==> src/rtl/adc_ram_drain.sv <==
// Drains adc_capture's sample ring through the RAM's second read port and emits
// the words as a packetised valid/ready stream with overflow and sequence flags.
module adc_ram_drain #(
    parameter int ADDR_W  = 12,
    parameter int DATA_W  = 32,
    parameter int PKT_LEN = 64
) (
    input  logic              clk,
    input  logic              rst,
    input  logic              enable,
    input  logic              clear_flags,
    input  logic [ADDR_W-1:0] cap_addr,
    input  logic              cap_we,
    output logic              ram_rd_en,
    output logic [ADDR_W-1:0] ram_rd_addr,
    input  logic [DATA_W-1:0] ram_rd_data,
    output logic [DATA_W-1:0] m_data,
    output logic              m_valid,
    input  logic              m_ready,
    output logic              m_last,
    output logic [ADDR_W:0]   fill_level,
    output logic              overflow,
    output logic              seq_err
);

    localparam int              CNT_W     = (PKT_LEN > 1) ? $clog2(PKT_LEN) : 1;
    localparam logic [ADDR_W:0] FULL      = {1'b1, {ADDR_W{1'b0}}};
    localparam logic [CNT_W-1:0] LAST_BEAT = CNT_W'(PKT_LEN - 1);

    logic              we_q;
    logic [ADDR_W-1:0] addr_q;
    logic [ADDR_W-1:0] exp_addr;
    logic [ADDR_W-1:0] rd_ptr;
    logic [ADDR_W:0]   fill;
    logic              ovf_q;
    logic              seq_q;
    logic              inflight;
    logic [DATA_W-1:0] fifo [2];
    logic              wr_idx;
    logic              rd_idx;
    logic [1:0]        occ;
    logic [CNT_W-1:0]  beat;

    logic              pop;
    logic              issue;
    logic [2:0]        slots;

    always_comb begin
        pop   = (occ != 2'd0) & m_ready;
        slots = {1'b0, occ} + {2'b00, inflight};
        issue = enable & (fill != '0) & (slots < (3'd2 + {2'b00, pop}));
    end

    assign ram_rd_en   = issue;
    assign ram_rd_addr = rd_ptr;
    assign m_valid     = (occ != 2'd0);
    assign m_data      = fifo[rd_idx];
    assign m_last      = m_valid & (beat == LAST_BEAT);
    assign fill_level  = fill;
    assign overflow    = ovf_q;
    assign seq_err     = seq_q;

    // The write strobe is registered once before accounting, so a word is only
    // requested a full cycle after the RAM committed it (3-clock we->m_valid).
    always_ff @(posedge clk) begin
        if (rst) begin
            we_q     <= 1'b0;
            addr_q   <= '0;
            exp_addr <= '0;
            rd_ptr   <= '0;
            fill     <= '0;
            ovf_q    <= 1'b0;
            seq_q    <= 1'b0;
            inflight <= 1'b0;
            fifo[0]  <= '0;
            fifo[1]  <= '0;
            wr_idx   <= 1'b0;
            rd_idx   <= 1'b0;
            occ      <= 2'd0;
            beat     <= '0;
        end else begin
            we_q   <= cap_we;
            addr_q <= cap_addr;

            if (we_q && !issue) begin
                if (fill != FULL)
                    fill <= fill + (ADDR_W+1)'(1);
            end else if (issue && !we_q) begin
                fill <= fill - (ADDR_W+1)'(1);
            end

            if (we_q && !issue && (fill == FULL))
                ovf_q <= 1'b1;
            else if (clear_flags)
                ovf_q <= 1'b0;

            if (we_q && (addr_q != exp_addr))
                seq_q <= 1'b1;
            else if (clear_flags)
                seq_q <= 1'b0;

            if (we_q)
                exp_addr <= addr_q + ADDR_W'(1);

            if (issue)
                rd_ptr <= rd_ptr + ADDR_W'(1);
            inflight <= issue;

            if (inflight) begin
                fifo[wr_idx] <= ram_rd_data;
                wr_idx       <= ~wr_idx;
            end

            if (pop) begin
                rd_idx <= ~rd_idx;
                beat   <= (beat == LAST_BEAT) ? '0 : beat + CNT_W'(1);
            end

            case ({inflight, pop})
                2'b10:   occ <= occ + 2'd1;
                2'b01:   occ <= occ - 2'd1;
                default: occ <= occ;
            endcase
        end
    end

endmodule

==> config.mk <==
export PLATFORM = sky130hd
export DESIGN_NAME = adc_ram_drain
export DESIGN_NICKNAME = d
export VERILOG_FILES = /design/src/rtl/adc_ram_drain.sv
export SDC_FILE = /design/constraint.sdc
export NUM_CORES = 1
export LEC_CHECK = 0
export CAP_MARGIN = 20
export CORE_MARGIN = 5
export CORE_UTILIZATION = 55
export CTS_CLUSTER_SIZE = 20
export DETAILED_ROUTE_END_ITERATION = 10
export PLACE_DENSITY = 0.94
export RECOVER_POWER = 100
export SLEW_MARGIN = 10
export SYNTH_ARGS = -nofsm -noshare
export SYNTH_HDL_FRONTEND = slang
export SYNTH_SLANG_ARGS = --single-unit
export TNS_END_PERCENT = 10
==> constraint.sdc <==
create_clock -name clk -period 5.7 [get_ports clk]
set_clock_uncertainty 0.05 [all_clocks]
set_input_delay 0.855 -clock clk [delete_from_list [all_inputs] [get_ports clk]]
set_output_delay 0.855 -clock clk [all_outputs]
set_load 0.005 [all_outputs]
After elaboration in Yosys (flattened, before gate mapping) --
Memories as Yosys holds them, arrays and structs flattened. A register that Yosys moved wholly into a read port is not among the register bits. Cells that the tools add are included.
Storage, ports and cells: bits in writable memories 64, bits in registers 63, memories 1
Memory list:
- fifo | words 2, bits a word 32, read ports 1, clocked after Yosys merged registers in 1, wr ports 2, RTL line 38 | logic [DATA_W-1:0] fifo [2];
Cells by class: reductions and logical operators 14, equality and inequality tests 7, $lt $le $gt $ge 1, add/subtract/negate cells 9, muxes and demuxes 18, bitwise operators 6
Operators by type and width (count):
- 13-bit two-way mux | 3
- 32-bit two-way mux | 1
- 32-bit OR reduction | 1
- 12-bit by 1-bit adder with 12-bit output (second input constant) | 2
- 13-bit by 1-bit adder with 13-bit output (second input constant) | 1
- 13-bit equality test (second input constant) | 1
- 13-bit inequality test (second input constant) | 1
- 13-bit nonzero test | 1
- 13-bit by 1-bit subtractor with 13-bit output (second input constant) | 1
- 1-bit two-way mux | 12
- 12-bit inequality test | 1
- 2-bit nonzero test | 5
- 6-bit by 1-bit adder with 6-bit output (second input constant) | 1
- 6-bit equality test (second input constant) | 1
- 6-bit two-way mux | 1
- 1-bit bitwise AND | 4
- 1-bit logical AND | 4
- 2-bit one-hot mux with 2 select lines | 1
- 2-bit by 1-bit adder with 3-bit output | 1
- 2-bit by 1-bit adder with 3-bit output (first input constant) | 1
- 3-bit less-than comparator | 1
- 2-bit by 1-bit adder with 2-bit output (second input constant) | 1
- 2-bit by 1-bit equality test with 1-bit output (second input constant) | 1
- 2-bit equality test (second input constant) | 1
- other kinds (5) | 7

Longest topological paths before layout --
Gate-level depths: netlist of run 1.
word-level depth 9, gate-level depth with buffers 13, depth with buffers taken out 13

Least setup slack after synthesis of run 1 --
OpenSTA, ideal clock, no wires.
path type input to register, start in m_ready, end reg fill[12], in the netlist fill_level[12], cell stages on the path 12, arrival time 3.402 ns, setup time 0.075 ns, required time 5.575 ns, setup slack 2.173 ns, cell sequence o21ai_2 o21ai_1 nand3_2 nand2_1 inv_1 fa_1 nand2b_1 a211oi_1 nor3_2 nor3_2 mux2_4 o22ai_1
On the way: cells in the longest elaborated chain, start to end 8, elaborated cells between the ends (all ways) 11, classes of those cells add/sub (1); order compare (1); eq/ne (1); mux (1); bitwise (2); reduce/logical (5)
RTL lines:
- start, declared | RTL line 19 | input logic m_ready,
- 1-bit bitwise AND (*) | RTL line 49 | pop = (occ != 2'd0) & m_ready;
- 2-bit by 1-bit adder with 3-bit output (*) | RTL line 51 | issue = enable & (fill != '0) & (slots < (3'd2 + {2'b00, pop}));
- 3-bit less-than comparator (*) | RTL line 51
- 1-bit bitwise AND (*) | RTL line 51
- 1-bit zero test | RTL line 85 | if (we_q && !issue) begin
- 1-bit logical AND | RTL line 85
- 2-bit by 1-bit inequality test with 1-bit output (no line) / 2-bit nonzero test (equally long branches)
- 2-bit AND reduction (no line)
- end signal, assigned | RTL line 87 | fill <= fill + (ADDR_W+1)'(1);
- end signal, assigned | RTL line 89 | fill <= fill - (ADDR_W+1)'(1);
- end, declared | RTL line 34 | logic [ADDR_W:0] fill;
Every way passes the cells marked *; elsewhere a longest branch is shown, timed or not. A chain may end at the register's enable or synchronous reset.

Worst setup path in the final report of run 1 --
Ends and elaborated chain as after synthesis.

==> flow_summary.ini, run 1 <==
[die]
row_count = 38
coreArea_um2 = 10800
ios = 112
die_h_um = 115
die_w_um = 115
start_util_pct = 56.3
dieArea_um2 = 13300

[place]
portBuffers = 111
routabilityCongestion = 0.873
dp_hpwl_um = 9260
dp.cells = 779

[yosys]
yosysWarnings = 0
synthAdderAreaFrac_pct = 3.81
synth_top_family_by_area = simple AND/OR/NAND/NOR gates
synthDistinctLibCells = 55
synth-simple-area-share_pct = 19.4
netlist_area_um2 = 6100
synth_area_leader_cell = edfxtp_1
netlist_instances = 550
synth_edf_count = 64
post_synth_mux_area_share_pct = 7.62
synth_most_common_cell = and2_1
syn_area_per_cell_um2 = 11.1
ys_seq_elements = 128
synth.top_cell.area_share_pct = 31.5
yosys-top-cells-count = and2_1, dfxtp_1, edfxtp_1, nor2_1, mux2_2
yosys_most_used_dff = edfxtp_1
synthArstFlopShare_pct = 0
syn_nets = 618
yosys-top-cells-area = edfxtp_1, dfxtp_1, and2_1
synth_compound_area_share_pct = 7.50
yosysSeqAreaShare_pct = 52.5
synth_xor_area_share_pct = 6.46

[status]
violations = max-capacitance violations, max-slew violations
outcome = finished, violations left

[timing]
max_freq_ghz = 0.213
rsz0062_at_grt = false
fin_crit_ps = 4690
tns_ps = 0
period_share_pct = 82.3
worst_pin_slew_ps = 2760
setup_viol = 0
slew_viol_final = 164
final_hold_viol_count = 0
max_slew_margin_pct = -84.3

[clock_tree]
clk_latency_ps = 520
cts_buffers = 17
htreeDepth = 4
clock_sinks = 128
cts_setup_buffers = 0
cts-root-buf = clkbuf_8
cts_tree = yes
cts_resized = 0
cts-hold-fix-buffers = 0
cts.clk_slew.worst_paths_ps = 60
max-clock-path-buffers = 2

[global_routing]
grt_pass1_vias = 4629
antenna_found_initial = 0
grt_max_degree = 65
track_usage_pct = 21.6
grt_pass1_wl_um = 22200
gr-total-overflow = 0

[drt]
dr_total_vias = 4574
drt_iter0_drc = 232
wirelength_um = 13800
vias_per_cell = 5.64
routedWlPerCell_um = 17.1
dr.pass1.iters = 5
drc = 0
drtAntennaViolNets = 0

[setup_path]
cp_common_cell = o21ai_0
slowest_delay_ps = 530
cp_slowest_cell = dlygate4sd3_1
end_kind = register
ff2ff_setup_slack_ps = 1430
worstPathCellList = dlygate4sd3_1, o21ai_0, o21ai_0, nand3_1, nand2_1, inv_1, fa_1, nand2b_1, a211oi_1, nor3_2, nor3_1, mux2_4, o22ai_1
setup.worst_path.start_class = input pin
worstPathMaxFanout = 14
cp_data_required_time_ps = 6090
path_class = input pin to register
crit_arrival_ps = 5080

[finish]
fill_cells = 715
area_delta_synth_final_pct = 28.3
diodes = 0
drive_above_1_share_pct = 11.0
final_nets = 726
final_util_pct = 72.3
fin_cells = 811

[pwr]
power_leakage_nw = 3.07
power.density_nw_per_um2 = 419
peakVddDrop_v = 0.000347

[hold_path]
min_path_type = register to register

[job]
drv_cap = 4
## stage by stage
step | total power [mW] | setup WS, ps | area (um^2) | hold slack [ps]
2_1_floorplan | 1.92 | 2170 | 6100 | 404
5_1_grt | 3.46 | 749 | 7840 | 466
3_5_place_dp | 2.34 | 1230 | 7330 | 430
4_1_cts | 3.35 | 1640 | 7880 | 450
6_report | 3.28 | 1010 | 7840 | 437
3_3_place_gp | 2.28 | 1400 | 7330 | 413
## worst max-delay path, delay by kind of cell
family | cells | cell delay, ps
buf+inv | 2 | 680
fa+ha+maj | 1 | 430
simple gates | 5 | 1470
mux | 1 | 340
compound gates | 4 | 1300
## where the power goes
part           switching [mW]  internal [mW]  total [mW]
Combinational           0.534          0.552        1.09
Clock                   0.408          0.582       0.990
Sequential             0.0976           1.11        1.20
## kinds of logic after synthesis
logic type               count (synthesis)
flip-flops                             128
XOR/XNOR                                45
AND/OR/NAND/NOR                        211
adder cells (fa/ha/maj)                 18
buffers and inverters                   40
multiplexers                            42
AO/OA/AOI/OAI                           66
## placed cells by master (no fill, tap or decap), drive strengths merged, types with 17 or more instances in the layout
cell,Yosys,routed
xnor2,26,26
clkdlybuf4s50,0,55
nand2,17,17
ha,17,17
clkbuf,16,21
dlygate4sd3,0,55
mux2,33,33
xor2,19,19
nor2b,18,18
nor2,47,47
dfxtp,64,64
edfxtp,64,64
inv,14,18
and2,66,66
## flip-flops by register name, summed over array words and instances (netlist names), named ones only
name and cells:
addr_q 12, ram_rd_addr 12, fill_level 13, exp_addr 12, occ 2, beat 6, wr_idx 1, rd_idx 1
fifo 64, inflight 1, seq_err 1, we_q 1, overflow 1
## area by class of cell
class                      instances  area, um^2  area share, %
clock buffer                      17         414           5.29
tap                              140         175           2.24
clock inverter                    15         136           1.74
sequential                       128        3200           40.9
inverter                          14        52.6          0.671
timing repair buffer             115        1120           14.3
multi-input combinational        382        2730           34.9
## worst paths after layout
path,end,from,cells past startpoint
setup / recovery,fill_level[12]$_SDFFE_PP0P_,m_ready,13
hold / removal,seq_err$_SDFFE_PP0P_,seq_err$_SDFFE_PP0P_,2
setup reg to reg,fill_level[12]$_SDFFE_PP0P_,occ[0]$_SDFFE_PP0P_,12
hold reg to reg,seq_err$_SDFFE_PP0P_,seq_err$_SDFFE_PP0P_,2
## layer usage
metal / up-vias / part of all wire [%] / GRT usage, %
met2: 200 / 49 / 36.5
met5: - / 0 / 0
met1: 2169 / 40 / 25.2
li1: 2164 / - / -
met3: 41 / 8.1 / 6.58
met4: 0 / 2.8 / 9.62
Power figures use the tool's default switching activity.
==> run 2, diff against run 1 <==
--- a/config.mk
+++ b/config.mk
@@ -7,10 +7,10 @@
 export LEC_CHECK = 0
 export CAP_MARGIN = 20
 export CORE_MARGIN = 5
-export CORE_UTILIZATION = 55
+export CORE_UTILIZATION = 48
 export CTS_CLUSTER_SIZE = 20
 export DETAILED_ROUTE_END_ITERATION = 10
-export PLACE_DENSITY = 0.94
+export PLACE_DENSITY = 0.88
 export RECOVER_POWER = 100
 export SLEW_MARGIN = 10
 export SYNTH_ARGS = -nofsm -noshare
==> constraint.sdc (replaced) <==
create_clock -name clk -period 3.85 [get_ports clk]
set_clock_uncertainty 0.05 [all_clocks]
set_input_delay 0.5775 -clock clk [delete_from_list [all_inputs] [get_ports clk]]
set_output_delay 0.5775 -clock clk [all_outputs]
set_load 0.005 [all_outputs]
==> run 2 against run 1 <==
Effect of this change:
- the run still ends with max-capacitance violations, max-slew violations left
- global-route usage shrank 2.4 points
- critical endpoint unchanged
- largest cell class unchanged
- first-iteration DRC count grew 30%
- design area grew 0.72%
- clock power grew 45%
==> flow_summary.ini, run 2 (synthesized netlist as in run 1, its figures left out) <==
[timing]
max_freq_ghz = 0.287
tns_ps = 0
whs_ps = 423
period_share_pct = 90.5
worst_pin_slew_ps = 1920
slew_viol_final = 114
rsz0062_at_grt = false
setup_viol = 0
worst_slack_ps = 367
max_slew_margin_pct = -28.1
fin_crit_ps = 3480
final_hold_viol_count = 0

[pwr]
power_leakage_nw = 3.10
swShare_pct = 31.9
power.density_nw_per_um2 = 611
peakVddDrop_v = 0.000308
total_power_mw = 4.83
pwr-share-clk_pct = 29.9
combinationalPowerShare_pct = 33.4
internal_power_mw = 3.29
seqPwrFrac_pct = 36.7
p_sw_mw = 1.54

[die]
ios = 112
row_count = 41
die_h_um = 123
start_util_pct = 48.6
die_w_um = 123
dieArea_um2 = 15100
coreArea_um2 = 12600

[place]
routabilityCongestion = 0.853
dp.cells = 814
portBuffers = 111
dp_hpwl_um = 9750
place_area_um2 = 7400
post-place-ws_ps = 155

[setup_path]
ff2ff_path_depth = 12
timing.rr.start = fill_level[8]$_SDFFE_PP0P_
worstPathCellList = dlygate4sd3_1, o21ai_2, o21ai_1, nand3_2, nand2_1, buf_4, ha_1, nand4_1, a211oi_1, nor3_2, nor3_2, mux2_2, o22ai_1
cp_slowest_cell = dlygate4sd3_1
regToRegEndpoint = fill_level[12]$_SDFFE_PP0P_
ff2ff_setup_slack_ps = 420
cp_data_required_time_ps = 4120
cp_common_cell = nor3_2
end_kind = register
worstPathMaxFanout = 13
setup.worst_path.start_class = input pin
slowest_delay_ps = 570
path_class = input pin to register
crit_arrival_ps = 3760

[hold_path]
min_path_cells = 2
min_path_type = register to register
min_to = seq_err$_SDFFE_PP0P_
worstHoldStart = seq_err$_SDFFE_PP0P_

[drt]
met3WireLength_um = 1120
top_layer = met4
routedWlPerCell_um = 16.4
vias_per_cell = 5.30
wirelength_um = 13900
dr_total_vias = 4485
drc = 0
dr.pass1.iters = 5
drt_iter0_drc = 302
drtAntennaViolNets = 0
dr_wl_met2_um = 6800
wl_met1_um = 5740

[clock_tree]
cts_setup_buffers = 0
cts-root-buf = clkbuf_16
clock_sinks = 128
cts_resized = 0
cts_tree = yes
clk_latency_ps = 410
cts.clk_slew.worst_paths_ps = 60
htreeDepth = 4
max-clock-path-buffers = 2
cts-hold-fix-buffers = 0
cts_buffers = 17

[finish]
final_util_pct = 62.8
final_nets = 729
drive_above_1_share_pct = 12.3
area_delta_synth_final_pct = 29.3
fin_area_um2 = 7890
top_register = fifo
mostFrequentLayoutCells = dfxtp_1, edfxtp_1, dlygate4sd3_1
fin_cells = 846
diodes = 0
largest_reg_flops = 64

[job]
drv_cap = 3

[global_routing]
grt_max_degree = 48
track_usage_pct = 19.2
grt_pass1_vias = 4663
antenna_found_initial = 0
grt_pass1_wl_um = 22600
gr-total-overflow = 0

[status]
outcome = finished, violations left
violations = max-capacitance violations, max-slew violations
## run 2: how the worst max path moves through the flow
| stage | from | end | slack (ps) | depth (start not counted) |
|---|---|---|---|---|
| global route | rst | fifo[0][6]$_SDFFCE_PN0P_ | 190 | 5 |
| CTS | m_ready | fill_level[12]$_SDFFE_PP0P_ | 500 | 12 |
| detailed placement | m_ready | fill_level[12]$_SDFFE_PP0P_ | 160 | 13 |
| global placement | m_ready | fill_level[12]$_SDFFE_PP0P_ | 250 | 13 |
| floorplan | occ[0]$_SDFFE_PP0P_ | fill_level[12]$_SDFFE_PP0P_ | 550 | 13 |
| finish | m_ready | fill_level[12]$_SDFFE_PP0P_ | 370 | 13 |
## run 2: final cells by class
type / count / area (um^2)
fill: 972 / 4680
sequential: 128 / 3200
multi-input combinational: 382 / 2740
timing repair buffer: 118 / 1150
clock buffer: 18 / 429
tap: 172 / 215
clock inverter: 14 / 109
inverter: 14 / 52.6
## run 2: worst max-delay path: cells and delay by family
kind | cells | cell delay (ps)
buffers and inverters | 2 | 770
adders and majority gates | 1 | 440
muxes | 1 | 370
and+or+nand+nor | 5 | 700
AOI/OAI and AO/OA | 4 | 890
## run 2: power groups by stage
| stage | logic (mW) | registers, mW | clock network, mW |
|---|---|---|---|
| finish | 1.61 | 1.77 | 1.44 |
| global route | 1.77 | 1.80 | 1.54 |
| CTS | 1.70 | 1.78 | 1.46 |
| detailed placement | 1.68 | 1.80 | 0 |
| global placement | 1.63 | 1.79 | 0 |
| floorplan | 1.07 | 1.77 | 0 |
## run 2: routing by layer
layer	track usage (%)	vias up
met5	0	-
met4	7.28	0
met3	5.35	25
met2	33.2	157
met1	22.7	2119
li1	-	2184
